$ cat src/rtl/cpu_defs.sv
// Shared BHT types and constants for the branch-history-table port arbiter.
// Optional lookup bypass of queued updates is enabled with BHT_BYPASS_EN.
package cpu_defs;

    localparam int BHT_IDX_W   = 8;
    localparam int BHT_ENTRY_W = 58;

    typedef logic [BHT_IDX_W-1:0] bht_idx_t;

    typedef struct packed {
        logic [20:0] tag;
        logic [31:0] target;
        logic [2:0]  br_type;
        logic [1:0]  count;
    } BHT_entry_t;

    typedef enum logic {
        ARB_INIT = 1'b0,
        ARB_RUN  = 1'b1
    } arb_state_t;

    localparam BHT_entry_t BHT_ZERO = '0;

endpackage

$ cat src/rtl/bht_update_fifo.sv
// Circular buffer holding pending BHT updates {idx, data} until a free RAM cycle.
// With BHT_BYPASS_EN it also exposes every slot, oldest first, for the lookup bypass.
module bht_update_fifo #(
    parameter int  DW     = 66,
    parameter int  QDEPTH = 4,
    localparam int AW     = $clog2(QDEPTH),
    localparam int CW     = AW + 1
) (
    input  logic                          clk,
    input  logic                          reset,
    input  logic                          i_flush,
    input  logic                          i_push,
    input  logic [DW-1:0]                 i_push_data,
    input  logic                          i_pop,
    output logic [DW-1:0]                 o_head,
    output logic                          o_full,
    output logic                          o_empty,
    output logic [CW-1:0]                 o_count
`ifdef BHT_BYPASS_EN
    ,
    output logic [QDEPTH-1:0][DW-1:0]     o_entries,
    output logic [QDEPTH-1:0]             o_valid
`endif
);

    logic [DW-1:0] r_mem [QDEPTH];
    logic [AW-1:0] r_rd_ptr;
    logic [AW-1:0] r_wr_ptr;
    logic [CW-1:0] r_count;

    // Caller guarantees no push while full and no pop while empty.
    always_ff @(posedge clk or posedge reset) begin
        if (reset) begin
            r_rd_ptr <= '0;
            r_wr_ptr <= '0;
            r_count  <= '0;
        end else if (i_flush) begin
            r_rd_ptr <= '0;
            r_wr_ptr <= '0;
            r_count  <= '0;
        end else begin
            if (i_push) begin
                r_wr_ptr <= r_wr_ptr + 1'b1;
            end
            if (i_pop) begin
                r_rd_ptr <= r_rd_ptr + 1'b1;
            end
            r_count <= r_count + CW'(i_push) - CW'(i_pop);
        end
    end

    always_ff @(posedge clk) begin
        if (i_push && !i_flush) begin
            r_mem[r_wr_ptr] <= i_push_data;
        end
    end

    assign o_head  = r_mem[r_rd_ptr];
    assign o_full  = (r_count == CW'(QDEPTH));
    assign o_empty = (r_count == '0);
    assign o_count = r_count;

`ifdef BHT_BYPASS_EN
    // Slot k is the k-th oldest pending update; higher k is younger.
    for (genvar k = 0; k < QDEPTH; k++) begin : g_slot
        assign o_entries[k] = r_mem[r_rd_ptr + AW'(k)];
        assign o_valid[k]   = (CW'(k) < r_count);
    end
`endif

endmodule

$ cat src/rtl/bht_port_arbiter.sv
// Arbitrates the single-port BHT SRAM between decode lookups and buffered execute updates,
// zero-filling the table after reset/clear. Define BHT_BYPASS_EN to forward queued updates to lookups.
module bht_port_arbiter
    import cpu_defs::*;
#(
    parameter int IDX_W        = BHT_IDX_W,
    parameter int ENTRY_W      = BHT_ENTRY_W,
    parameter int QDEPTH       = 4,
    parameter int STARVE_LIMIT = 3
) (
    input  logic               clk,
    input  logic               reset,
    input  logic               bht_clear,
    input  logic               lk_req,
    input  logic [IDX_W-1:0]   lk_idx,
    output logic               lk_ready,
    output logic               lk_rvalid,
    output logic [ENTRY_W-1:0] lk_rdata,
    input  logic               up_valid,
    input  logic [IDX_W-1:0]   up_idx,
    input  logic [ENTRY_W-1:0] up_data,
    output logic               up_ready,
    output logic               ram_en,
    output logic               ram_we,
    output logic [IDX_W-1:0]   ram_addr,
    output logic [ENTRY_W-1:0] ram_wdata,
    input  logic [ENTRY_W-1:0] ram_rdata,
    output logic               init_busy
);

    localparam int QW = IDX_W + ENTRY_W;
    localparam int CW = $clog2(QDEPTH) + 1;
    localparam int SW = $clog2(STARVE_LIMIT + 1);

    arb_state_t         r_state;
    arb_state_t         w_state_nxt;
    logic [IDX_W-1:0]   r_fill_cnt;
    logic [IDX_W-1:0]   w_fill_nxt;
    logic [SW-1:0]      r_starve;
    logic [SW-1:0]      w_starve_nxt;
    logic               r_lk_rvalid;
    logic [ENTRY_W-1:0] r_lk_rdata_hold;

    logic               w_push;
    logic               w_pop;
    logic               w_flush;
    logic [QW-1:0]      w_head;
    logic               w_full;
    logic               w_empty;
    logic [CW-1:0]      w_count;
    logic               w_force_wr;

`ifdef BHT_BYPASS_EN
    logic [QDEPTH-1:0][QW-1:0] w_fifo_entries;
    logic [QDEPTH-1:0]         w_fifo_valid;
    logic                      w_byp_hit;
    logic [ENTRY_W-1:0]        w_byp_data;
    logic                      r_byp_hit;
    logic [ENTRY_W-1:0]        r_byp_data;
`endif

    bht_update_fifo #(
        .DW     (QW),
        .QDEPTH (QDEPTH)
    ) u_fifo (
        .clk         (clk),
        .reset       (reset),
        .i_flush     (w_flush),
        .i_push      (w_push),
        .i_push_data ({up_idx, up_data}),
        .i_pop       (w_pop),
        .o_head      (w_head),
        .o_full      (w_full),
        .o_empty     (w_empty),
        .o_count     (w_count)
`ifdef BHT_BYPASS_EN
        ,
        .o_entries   (w_fifo_entries),
        .o_valid     (w_fifo_valid)
`endif
    );

    // A write is forced when the queue cannot grow or lookups have deferred it long enough.
    assign w_force_wr = w_full || (!w_empty && (r_starve >= SW'(STARVE_LIMIT)));

    always_comb begin
        w_state_nxt  = r_state;
        w_fill_nxt   = r_fill_cnt;
        w_starve_nxt = r_starve;
        init_busy    = 1'b0;
        lk_ready     = 1'b0;
        up_ready     = 1'b0;
        ram_en       = 1'b0;
        ram_we       = 1'b0;
        ram_addr     = '0;
        ram_wdata    = '0;
        w_push       = 1'b0;
        w_pop        = 1'b0;
        w_flush      = 1'b0;
        case (r_state)
            ARB_INIT: begin
                init_busy = 1'b1;
                ram_en    = 1'b1;
                ram_we    = 1'b1;
                ram_addr  = r_fill_cnt;
                ram_wdata = ENTRY_W'(BHT_ZERO);
                if (bht_clear) begin
                    w_fill_nxt = '0;
                end else begin
                    w_fill_nxt = r_fill_cnt + 1'b1;
                    if (&r_fill_cnt) begin
                        w_state_nxt = ARB_RUN;
                    end
                end
            end
            ARB_RUN: begin
                if (bht_clear) begin
                    w_flush      = 1'b1;
                    w_starve_nxt = '0;
                    w_fill_nxt   = '0;
                    w_state_nxt  = ARB_INIT;
                end else begin
                    up_ready = (w_count < CW'(QDEPTH));
                    w_push   = up_valid && up_ready;
                    if (lk_req && !w_force_wr) begin
                        ram_en   = 1'b1;
                        ram_addr = lk_idx;
                        lk_ready = 1'b1;
                        if (!w_empty && (r_starve < SW'(STARVE_LIMIT))) begin
                            w_starve_nxt = r_starve + 1'b1;
                        end
                    end else if (!w_empty) begin
                        ram_en       = 1'b1;
                        ram_we       = 1'b1;
                        ram_addr     = w_head[ENTRY_W +: IDX_W];
                        ram_wdata    = w_head[ENTRY_W-1:0];
                        w_pop        = 1'b1;
                        w_starve_nxt = '0;
                    end
                end
            end
            default: begin
                w_state_nxt = ARB_INIT;
            end
        endcase
    end

    always_ff @(posedge clk or posedge reset) begin
        if (reset) begin
            r_state         <= ARB_INIT;
            r_fill_cnt      <= '0;
            r_starve        <= '0;
            r_lk_rvalid     <= 1'b0;
            r_lk_rdata_hold <= '0;
        end else begin
            r_state     <= w_state_nxt;
            r_fill_cnt  <= w_fill_nxt;
            r_starve    <= w_starve_nxt;
            r_lk_rvalid <= lk_ready;
            if (r_lk_rvalid) begin
                r_lk_rdata_hold <= lk_rdata;
            end
        end
    end

    assign lk_rvalid = r_lk_rvalid;

`ifdef BHT_BYPASS_EN
    // Youngest match wins; the update pushed in the grant cycle is not yet in the slots.
    always_comb begin
        w_byp_hit  = 1'b0;
        w_byp_data = '0;
        for (int k = 0; k < QDEPTH; k++) begin
            if (w_fifo_valid[k] && (w_fifo_entries[k][ENTRY_W +: IDX_W] == lk_idx)) begin
                w_byp_hit  = 1'b1;
                w_byp_data = w_fifo_entries[k][ENTRY_W-1:0];
            end
        end
    end

    always_ff @(posedge clk or posedge reset) begin
        if (reset) begin
            r_byp_hit  <= 1'b0;
            r_byp_data <= '0;
        end else begin
            r_byp_hit <= lk_ready && w_byp_hit;
            if (lk_ready) begin
                r_byp_data <= w_byp_data;
            end
        end
    end

    assign lk_rdata = r_lk_rvalid ? (r_byp_hit ? r_byp_data : ram_rdata) : r_lk_rdata_hold;
`else
    assign lk_rdata = r_lk_rvalid ? ram_rdata : r_lk_rdata_hold;
`endif

endmodule
$ cat config.mk
export PLATFORM = sky130hd
export DESIGN_NAME = bht_port_arbiter
export DESIGN_NICKNAME = d
export VERILOG_FILES = /design/src/rtl/cpu_defs.sv /design/src/rtl/bht_update_fifo.sv /design/src/rtl/bht_port_arbiter.sv
export SDC_FILE = /design/constraint.sdc
export NUM_CORES = 1
export LEC_CHECK = 0
export BUFFER_PORTS_ARGS = -buffer_cell sky130_fd_sc_hd__clkbuf_2
export CAP_MARGIN = 25
export CORE_MARGIN = 2
export CORE_UTILIZATION = 55
export CTS_CLUSTER_DIAMETER = 50
export DETAILED_ROUTE_END_ITERATION = 7
export GPL_ROUTABILITY_DRIVEN = 0
export GPL_TIMING_DRIVEN = 0
export PLACE_DENSITY = 0.79
export SETUP_SLACK_MARGIN = 0.05
export SLEW_MARGIN = 40
export SYNTH_ARGS = -nofsm -noshare
export SYNTH_HDL_FRONTEND = slang
export SYNTH_SLANG_ARGS = --single-unit
$ cat constraint.sdc
create_clock -name clk -period 3.7 [get_ports clk]
set_input_delay 0.555 -clock clk [delete_from_list [all_inputs] [get_ports clk]]
set_output_delay 0.555 -clock clk [all_outputs]
set_load 0.05 [all_outputs]
==> impl_metrics.yaml, run 1 <==
synthesis:
  synth_nets: 898
  synth_top_area_share_pct: 56.30
  yosys.area.top_type: "edfxtp_1"
  synthCells: 752
  synthArstFlopShare_pct: 22.58
  synth_ff_type: "edfxtp_1"
  synth_commonest_cells: "264 x edfxtp_1, 116 x mux2_2, 77 x dfrtp_1, 66 x mux4_2, 54 x and2_1"
  yosys-top-cells-area: "edfxtp_1 56%, dfrtp_1 14%, mux4_2 11%"
  syn_area_per_cell_um2: 18.72
  ys_types: 44
  syn_area_mm2: 0.01408
  synth.most_common_cell: "edfxtp_1"
  ys_ff_latch: 341
  yosys_warnings: 0
  yosysSeqAreaShare_pct: 69.99
  synth_edf_count: 264
global_routing:
  grt_max_degree: 58
  grt_antenna_before_repair: 2
  grt_first_pass_wirelength_mm: 42.77
  track_usage_pct: 20.97
  grt_pass1_vias: 8024
  grt_overflow: 0
placed_design:
  dp_cells: 1353
  placed_cell_area_mm2: 0.01596
  port-buffer-count: 265
  dp_hpwl_mm: 19.39
sta:
  hold_violations: 0
  rsz0062_at_grt: "no"
  post-route-period-util_pct: 90.00
  setup_viol: 0
  maxSlewHeadroom_pct: 53.55
  max_freq_mhz: 300.3
  slew_viol_final: 0
  setup_tns_ps: 0
  holdWs_ps: 241.2
  period_minus_slack_ps: 3330
  worst_slew_pin_slew_ps: 696.7
  fin_skew_ps: 10.87
detailed_routing:
  vias_per_cell: 5.509
  routed_wl_mm: 28.39
  drt_iter0_markers: 453
  met3_wirelength_mm: 2.503
  highest_layer: "met5"
  route.detailed.drc: 0
  route.met2.wl_mm: 14.07
  m1WireLength_mm: 11.26
  antenna_left: 0
  vias: 7806
  wl_per_cell_um: 20.04
  dr.pass1.iters: 6
cts:
  clk_latency_ps: 520
  cts_resized: 0
  cts_made_buffers: 36
  numClockSinks: 341
  cts_tree: "done"
  cts_buffer_depth: 3
  root_buffer: "clkbuf_16"
  cts.clk_slew.worst_paths_ps: 60
  cts.htree.levels: 2
final_layout:
  stdcell_area_mm2: 0.01708
  syn_to_final_growth_pct: 21.30
  drive_above_1_share_pct: 49.91
  instances_no_fill: 1417
  finalNetCount: 1208
worst_hold_path:
  hold_class: "in -> reg"
  worstHoldPathCells: 1
die:
  rows: 58
  die_x_um: 164
  die_area_mm2: 0.02690
  initial_utilization_pct: 55.91
  core-area_mm2: 0.02518
  dieHeight_um: 164
  ioPinCount: 267
critical_path:
  crit_top_cell: "buf_2"
  cp.arrival_ps: 2780
  crit_path_cell_trace: "buf_2 > buf_2 > buf_1 > mux4_2 > and2_1 > clkbuf_2"
  slowest_stage: "buf_1"
  start_kind: "flop"
  cp-end-kind: "output pin"
  crit_type: "reg -> out"
  crit_path_max_incr_delay_ps: 580
  cp_max_fo: 10
  cp_data_required_time_ps: 3140
  ff2ff_path_depth: 12
power_and_ir_drop:
  leakagePower_nw: 6.769
  ir_drop_mv: 0.4755
  p_per_area_mw_per_mm2: 478.6
job:
  drv_cap: 0
run_status:
  outcome: "complete, no violations"
[power breakdown]
| part | switching, mW | leakage, nW | internal [mW] |
|---|---|---|---|
| clock | 1.42 | 0.543 | 1.94 |
| sequential | 0.0454 | 3.40 | 4.19 |
| combinational | 0.367 | 2.82 | 0.213 |
[flip-flops by register name, indices dropped and copies added (netlist names)]
name / cells
u_fifo.r_rd_ptr: 2
u_fifo.r_wr_ptr: 2
lk_rvalid: 1
r_fill_cnt: 8
r_lk_rdata_hold: 58
r_starve: 2
u_fifo.o_count: 3
r_state: 1
u_fifo.r_mem: 264
[path summary, 6_finish.rpt]
path	endpoint	slack, ps	from
max in group asynchronous	u_fifo.o_count[0]$_DFF_PP0_	2620	reset
setup reg to reg	u_fifo.o_count[2]$_DFF_PP0_	830	r_starve[0]$_DFFE_PP0P_
hold / removal	u_fifo.r_mem[1][19]$_DFFE_PP_	240	up_data[19]
min in group asynchronous	r_lk_rdata_hold[14]$_DFFE_PP0P_	530	reset
setup / recovery	ram_wdata[55]	370	u_fifo.r_rd_ptr[1]$_DFFE_PP0P_
hold reg to reg	r_lk_rdata_hold[37]$_DFFE_PP0P_	500	r_lk_rdata_hold[37]$_DFFE_PP0P_
[metal layers]
metal  vias to the layer above  GRT usage [%]
met4                         2          5.861
li1                       3571              -
met3                        43          6.641
met5                         -              0
met2                       272          35.28
met1                      3918          26.47
[per-stage QoR]
step	total power, mW	worst slack (ps)	utilization (%)
2_1_floorplan	4.694	466.6	-
3_3_place_gp	4.874	-849.3	62.82
3_5_place_dp	4.897	673.4	63.39
4_1_cts	8.254	262.2	67.81
5_1_grt	8.444	245.6	67.82
6_report	8.173	369.9	67.82
[worst max-delay path: cells and delay by family (launching register included)]
family	cells	cell delay [ps]
multiplexers	1	400
AND/OR/NAND/NOR	1	180
flip-flops	1	330
buffers and inverters	4	1340
[layout make-up]
type,count,area (um^2)
diodes,1,2.502
clock buffers,45,965.9
inverters,19,78.83
flip-flops and latches,341,9854
clock inverters,17,138.9
multi-input cells,348,3936
well taps,330,412.9
fillers,1664,8103
repair buffers,272,1464
plain buffers,44,225.2
[cell usage in the layout (no fill, tap or decap), types with 8 or more instances in the layout]
cell	n
and2_1	50
and2_4	14
buf_2	15
clkbuf_1	27
clkbuf_16	37
clkbuf_2	265
dfrtp_1	77
edfxtp_1	264
ha_1	8
inv_1	17
mux2_2	116
mux4_2	66
nand2_1	18
nor2_1	9
o21ai_0	10
o221ai_1	8
[cells by family (layout without fill, tap and decap cells)]
logic type                 Yosys count  in the layout  synth area share, %
DFF                                341            341                69.99
muxes                              183            183                19.91
and+or+nand+nor                    112            112                4.728
buffers and inverters               63            397                2.124
AOI/OAI and AO/OA                   39             39                2.088
adders and majority gates            9              9               0.8531
xor gates and xnor gates             5              5               0.3110
other                                0              1                    0
[repair_timing]
| item | in CTS | in global routing |
|---|---|---|
| setup buffers | 0 | 0 |
| hold endpoints to repair | 20 | 0 |
| hold buffers | 1 | 0 |
No activity file was read; power rests on OpenSTA's default activity.
==> run 2, diff against run 1 <==
SYNTH_HIERARCHICAL = 1   (was not set)
==> run 2 against run 1 <==
Against the previous run: combinational power is 12% higher; area after synthesis is 0.43% lower; sequential cell count stayed put; register-to-register slack worse by 20 ps; synthesized cell count is 4.4% lower; setup slack worse by 9.7 ps; non-clock buffer count is 4 lower; clock skew is 12 ps higher; utilization is 0.11 points higher; largest power group unchanged; highest routed layer unchanged.
==> impl_metrics.yaml, run 2 <==
run_status:
  outcome: "complete, no violations"
sta:
  maxSlewHeadroom_pct: 55.51
  worst_slew_pin_slew_ps: 667.4
  fin_skew_ps: 23.24
  rsz0062_at_grt: "no"
  period_minus_slack_ps: 3340
  max_freq_mhz: 299.4
  holdWs_ps: 249.1
  setup_viol: 0
  setup_tns_ps: 0
  post-route-period-util_pct: 90.26
  hold_violations: 0
  slew_viol_final: 0
synthesis:
  yosys-top-cells-area: "edfxtp_1 57%, dfrtp_1 14%, mux4_2 11%"
  ys_ff_latch: 341
  yosysSeqAreaShare_pct: 70.29
  syn_area_per_cell_um2: 19.50
  synth_top_area_share_pct: 56.55
  synth.most_common_cell: "edfxtp_1"
  synth_commonest_cells: "264 x edfxtp_1, 116 x mux2_2, 77 x dfrtp_1, 66 x mux4_2, 64 x and2_1"
  synthArstFlopShare_pct: 22.58
  synthCells: 719
  yosys_warnings: 6
  ys_types: 42
  synth_edf_count: 264
  syn_area_mm2: 0.01402
  yosys.area.top_type: "edfxtp_1"
  synth_ff_type: "edfxtp_1"
  synth_nets: 865
placed_design:
  placed_cell_area_mm2: 0.01589
  port-buffer-count: 266
  dp_hpwl_mm: 19.75
  dp_cells: 1320
critical_path:
  reg2reg_from: "u_fifo/o_count[1]$_DFF_PP0_"
  cp-end-kind: "output pin"
  cp.arrival_ps: 2780
  cp_data_required_time_ps: 3140
  cp_max_fo: 11
  crit_path_start: "u_fifo/o_count[1]$_DFF_PP0_"
  crit_type: "reg -> out"
  start_kind: "flop"
final_layout:
  top_register: "u_fifo/r_mem"
  num-fill-cells: 1696
  syn_to_final_growth_pct: 21.66
  reg.largest.list: "u_fifo/r_mem (264), r_lk_rdata_hold (58), r_fill_cnt (8)"
  multiInputGateArea_mm2: 0.003874
  drive_above_1_share_pct: 52.08
  largest_reg_flops: 264
  stdcell_area_mm2: 0.01706
  register_area_mm2: 0.009854
  final_cell_mix: "266 x clkbuf_2, 264 x edfxtp_1, 116 x mux2_2"
  instances_no_fill: 1389
  final_common_cell: "clkbuf_2"
  finalNetCount: 1177
detailed_routing:
  vias: 7612
  wl_per_cell_um: 20.93
  drt_iter0_markers: 414
  dr.pass1.iters: 4
  route.detailed.drc: 0
  antenna_left: 0
  routed_wl_mm: 29.07
  vias_per_cell: 5.480
power_and_ir_drop:
  leakagePower_nw: 6.803
  ir_drop_mv: 0.4257
  p_per_area_mw_per_mm2: 488.8
die:
  core-area_mm2: 0.02511
  die_area_mm2: 0.02678
  initial_utilization_pct: 55.84
  ioPinCount: 267
  rows: 58
  die_x_um: 163.7
  dieHeight_um: 163.7
global_routing:
  grt_first_pass_wirelength_mm: 44.13
  grt_pass1_vias: 8041
  grt_max_degree: 55
  grt_antenna_before_repair: 2
  track_usage_pct: 21.79
  grt_overflow: 0
cts:
  numClockSinks: 341
  cts_made_buffers: 38
  root_buffer: "clkbuf_16"
  cts.clk_slew.worst_paths_ps: 60
  postCtsSetupBuffers: 0
  cts.htree.levels: 2
  cts_buffer_depth: 3
  cts_tree: "done"
  clk_latency_ps: 520
job:
  drv_cap: 0
worst_hold_path:
  hold_class: "in -> reg"
  worstHoldStart: "up_data[41]"
-- run 2: changes by cell type after synthesis, moves of 10 or more --
cell	previous run	this run
nand2_1	18	1
and2_1	54	64
clkbuf_1	20	6
and2_4	10	0
-- run 2: layer usage --
metal | share of wire (%) | vias to the layer above | wire length, um | GRT usage (%)
li1 | - | 3466 | - | -
met1 | 40 | 3825 | 11580 | 27.22
met2 | 50 | 267 | 14520 | 36.99
met3 | 7.6 | 52 | 2217 | 5.967
met4 | 2.5 | 2 | 738 | 7.376
met5 | 0.048 | - | 14 | 0
-- run 2: power breakdown --
group | switching (mW) | internal [mW] | total, mW
Combinational | 0.371 | 0.281 | 0.652
Clock | 1.43 | 2.04 | 3.46
Sequential | 0.0368 | 4.19 | 4.22
-- run 2: repair_timing --
action / 4_1_cts / 5_1_grt
hold buffers: 1 / 0
gates resized for setup: 0 / 1
setup endpoints to repair: 0 / 48
endpoints found under the hold margin: 16 / 0
-- run 2: cell families (layout without fill, tap and decap cells) --
logic type / Yosys count / after routing / share of synthesized area, %
buffers and inverters: 50 / 389 / 2.186
AND/OR/NAND/NOR: 105 / 105 / 4.632
XOR/XNOR: 6 / 6 / 0.4730
adder cells (fa/ha/maj): 9 / 9 / 0.8568
flip-flops: 341 / 341 / 70.29
AO/OA/AOI/OAI: 24 / 24 / 1.499
multiplexers: 184 / 184 / 20.06
other: 0 / 1 / 0
-- run 2: path summary, 6_finish.rpt --
path	cells after the start	slack, ps	end
worst max-delay path	6	360	ram_addr[0]
worst min-delay path	1	250	u_fifo/r_mem[3][41]$_DFFE_PP_
worst max register to register	11	810	u_fifo/o_count[2]$_DFF_PP0_
worst min register to register	1	500	r_starve[1]$_DFFE_PP0P_
max in group asynchronous	4	2630	r_lk_rdata_hold[8]$_DFFE_PP0P_
min in group asynchronous	3	530	r_state$_DFF_PP0_
-- run 2: through the flow --
step	total power [mW]	setup slack, ps	util (%)
after floorplan	4.745	513.5	-
after global placement	4.927	220.2	62.80
after detailed placement	4.952	558.6	63.27
after CTS	8.427	90.99	67.90
after global routing	8.617	172.5	67.93
final	8.337	360.2	67.93
-- run 2: critical path, stage by stage (launching register included) --
cell,delay (ps)
dfrtp_1,440
nor3_1,540
inv_1,200
a2111oi_4,400
buf_6,210
a221o_1,180
clkbuf_2,290
-- run 2: area by class of cell --
| cell class | instances | share of cell area (%) |
|---|---|---|
| Antenna cell | 1 | 0.01467 |
| Buffer | 40 | 1.577 |
| Clock buffer | 51 | 6.045 |
| Clock inverter | 16 | 0.7116 |
| Inverter | 10 | 0.2494 |
| Multi-Input combinational cell | 328 | 22.71 |
| Sequential cell | 341 | 57.78 |
| Tap cell | 330 | 2.421 |
| Timing Repair Buffer | 272 | 8.495 |
==> run 3, diff against run 2 <==
CELL_PAD_IN_SITES_DETAIL_PLACEMENT = 1   (was not set)
CELL_PAD_IN_SITES_GLOBAL_PLACEMENT = 1   (was not set)
CORE_UTILIZATION = 49   (was 55)
CTS_BUF_LIST = sky130_fd_sc_hd__clkbuf_8   (was not set)
PLACE_DENSITY = 0.83   (was 0.79)
==> run 3 against run 2 <==
Against the previous run: clock power shrank 19%; largest cell class unchanged; clock skew grew 8.3 ps; via count grew 3.7%; combinational power grew 2%; critical path depth is the same; sequential cell count is the same; cell area shrank 0.42%; sequential share of layout area grew 0.24 points; count of clock-buffer cells in the layout grew 3; critical endpoint is now ram_addr[4]; cell count grew 6.3%; non-clock buffer count grew 3.
==> impl_metrics.yaml, run 3 (synthesis results as in run 2) <==
sta:
  slew_viol_final: 0
  maxSlewHeadroom_pct: 54.48
  period_minus_slack_ps: 3455
  rsz0062_at_grt: "no"
  fin_skew_ps: 31.50
  setup_viol: 0
  holdWs_ps: 195.6
  worst_slew_pin_slew_ps: 682.8
  hold_violations: 0
  setup_tns_ps: 0
  post-route-period-util_pct: 93.37
  max_freq_mhz: 289.5
detailed_routing:
  wl_per_cell_um: 22.14
  dr.pass1.iters: 5
  antenna_left: 0
  vias: 7890
  routed_wl_mm: 32.68
  drt_iter0_markers: 329
  vias_per_cell: 5.346
  route.detailed.drc: 0
power_and_ir_drop:
  internal-power_mw: 5.835
  p_sw_share_pct: 24.00
  p_clk_share_pct: 36.3
  p_per_area_mw_per_mm2: 452.1
  power_switching_mw: 1.843
  comb_power_share_pct: 8.6
  p_seq_share_pct: 55.0
  ir_drop_mv: 0.4180
  leakagePower_nw: 6.826
global_routing:
  grt_overflow: 0
  grt_max_degree: 58
  track_usage_pct: 22.25
  grt_pass1_vias: 8929
  grt_antenna_before_repair: 3
  grt_first_pass_wirelength_mm: 51.05
die:
  die_x_um: 173.2
  die_area_mm2: 0.02998
  dieHeight_um: 173.2
  initial_utilization_pct: 50.05
  core-area_mm2: 0.02801
  rows: 61
  ioPinCount: 267
final_layout:
  num-fill-cells: 2568
  finalNetCount: 1196
  final_common_cell: "clkbuf_2"
  reg.largest.list: "u_fifo/r_mem (264), r_lk_rdata_hold (58), r_fill_cnt (8)"
  post-route-util_pct: 60.64
  drive_above_1_share_pct: 51.87
  syn_to_final_growth_pct: 21.15
  top_register: "u_fifo/r_mem"
  largest_reg_flops: 264
  final_cell_mix: "267 x clkbuf_2, 264 x edfxtp_1, 116 x mux2_2"
run_status:
  outcome: "complete, no violations"
cts:
  cts.clk_slew.worst_paths_ps: 60
  cts_made_buffers: 54
  cts_tree: "done"
  cts.htree.levels: 2
  cts_buffer_depth: 3
  postCtsSetupBuffers: 0
  root_buffer: "clkbuf_8"
  clk_latency_ps: 570
  numClockSinks: 341
critical_path:
  cp-end-kind: "output pin"
  cp_max_fo: 11
  cp_data_required_time_ps: 3140
  start_kind: "flop"
  crit_type: "reg -> out"
  cp.arrival_ps: 2900
placed_design:
  dp_hpwl_mm: 22.96
  port-buffer-count: 266
worst_hold_path:
  hold_class: "in -> reg"
job:
  drv_cap: 0
==> run 3: power by group through the flow <==
stage | sequential, mW | combinational, mW | clock (mW)
2_1_floorplan | 4.29 | 0.454 | 0
3_3_place_gp | 4.30 | 0.635 | 0
3_5_place_dp | 4.30 | 0.668 | 0
4_1_cts | 4.22 | 0.673 | 2.88
5_1_grt | 4.23 | 0.714 | 3.03
6_report | 4.22 | 0.664 | 2.79
==> run 3: layout make-up <==
cell class,instances,area (um^2),area share (%)
buffer,40,270.3,1.591
antenna,3,7.507,0.04420
inverter,10,42.54,0.2505
clock buffer,54,743.2,4.376
multi-input combinational,328,3874,22.81
clock inverter,47,203.9,1.201
tap,378,473.0,2.785
timing repair buffer,275,1516,8.928
sequential,341,9854,58.02
==> run 3: stage by stage <==
step / power, mW / cells / area [um^2] / setup slack [ps]
after CTS: 7.775 / 1473 / 16980 / 232.7
after floorplan: 4.745 / 719 / 14020 / 513.5
after global placement: 4.930 / 1363 / 15830 / 199.5
after detailed placement: 4.968 / 1371 / 16010 / 418.4
after global routing: 7.976 / 1474 / 16980 / 57.21
final: 7.678 / 1476 / 16990 / 245.3
==> run 3: critical path, stage by stage (launching register included) <==
cell and delay (ps):
dfrtp_1 450, nor3_1 580, inv_1 200, a2111oi_4 420, buf_6 210, a221o_1 170
clkbuf_2 290
==> run 3: timing repair <==
item                                    in CTS  in global routing
hold buffers                                 1                  0
hold endpoints to repair                    20                  0
resized for setup                            2                  0
endpoints found under the setup margin      27                  0
==> run 3: routing by layer <==
metal | global-route usage, % | wire length, um | up-vias
met5 | 0 | 0 | -
met4 | 6.744 | 802 | 0
met3 | 6.838 | 2382 | 51
met2 | 38.72 | 16730 | 303
met1 | 26.67 | 12770 | 4040
li1 | - | - | 3496
==> run 3: worst paths after layout <==
check,start,to,slack [ps],cells past startpoint
max in group asynchronous,reset,r_lk_rdata_hold[13]$_DFFE_PP0P_,2660,4
worst min register to register,r_lk_rdata_hold[14]$_DFFE_PP0P_,r_lk_rdata_hold[14]$_DFFE_PP0P_,500,1
min in group asynchronous,reset,r_starve[1]$_DFFE_PP0P_,470,3
worst min-delay path,up_data[56],u_fifo/r_mem[1][56]$_DFFE_PP_,200,1
worst max-delay path,u_fifo/o_count[1]$_DFF_PP0_,ram_addr[4],250,6
worst max register to register,u_fifo/o_count[1]$_DFF_PP0_,u_fifo/o_count[2]$_DFF_PP0_,630,11
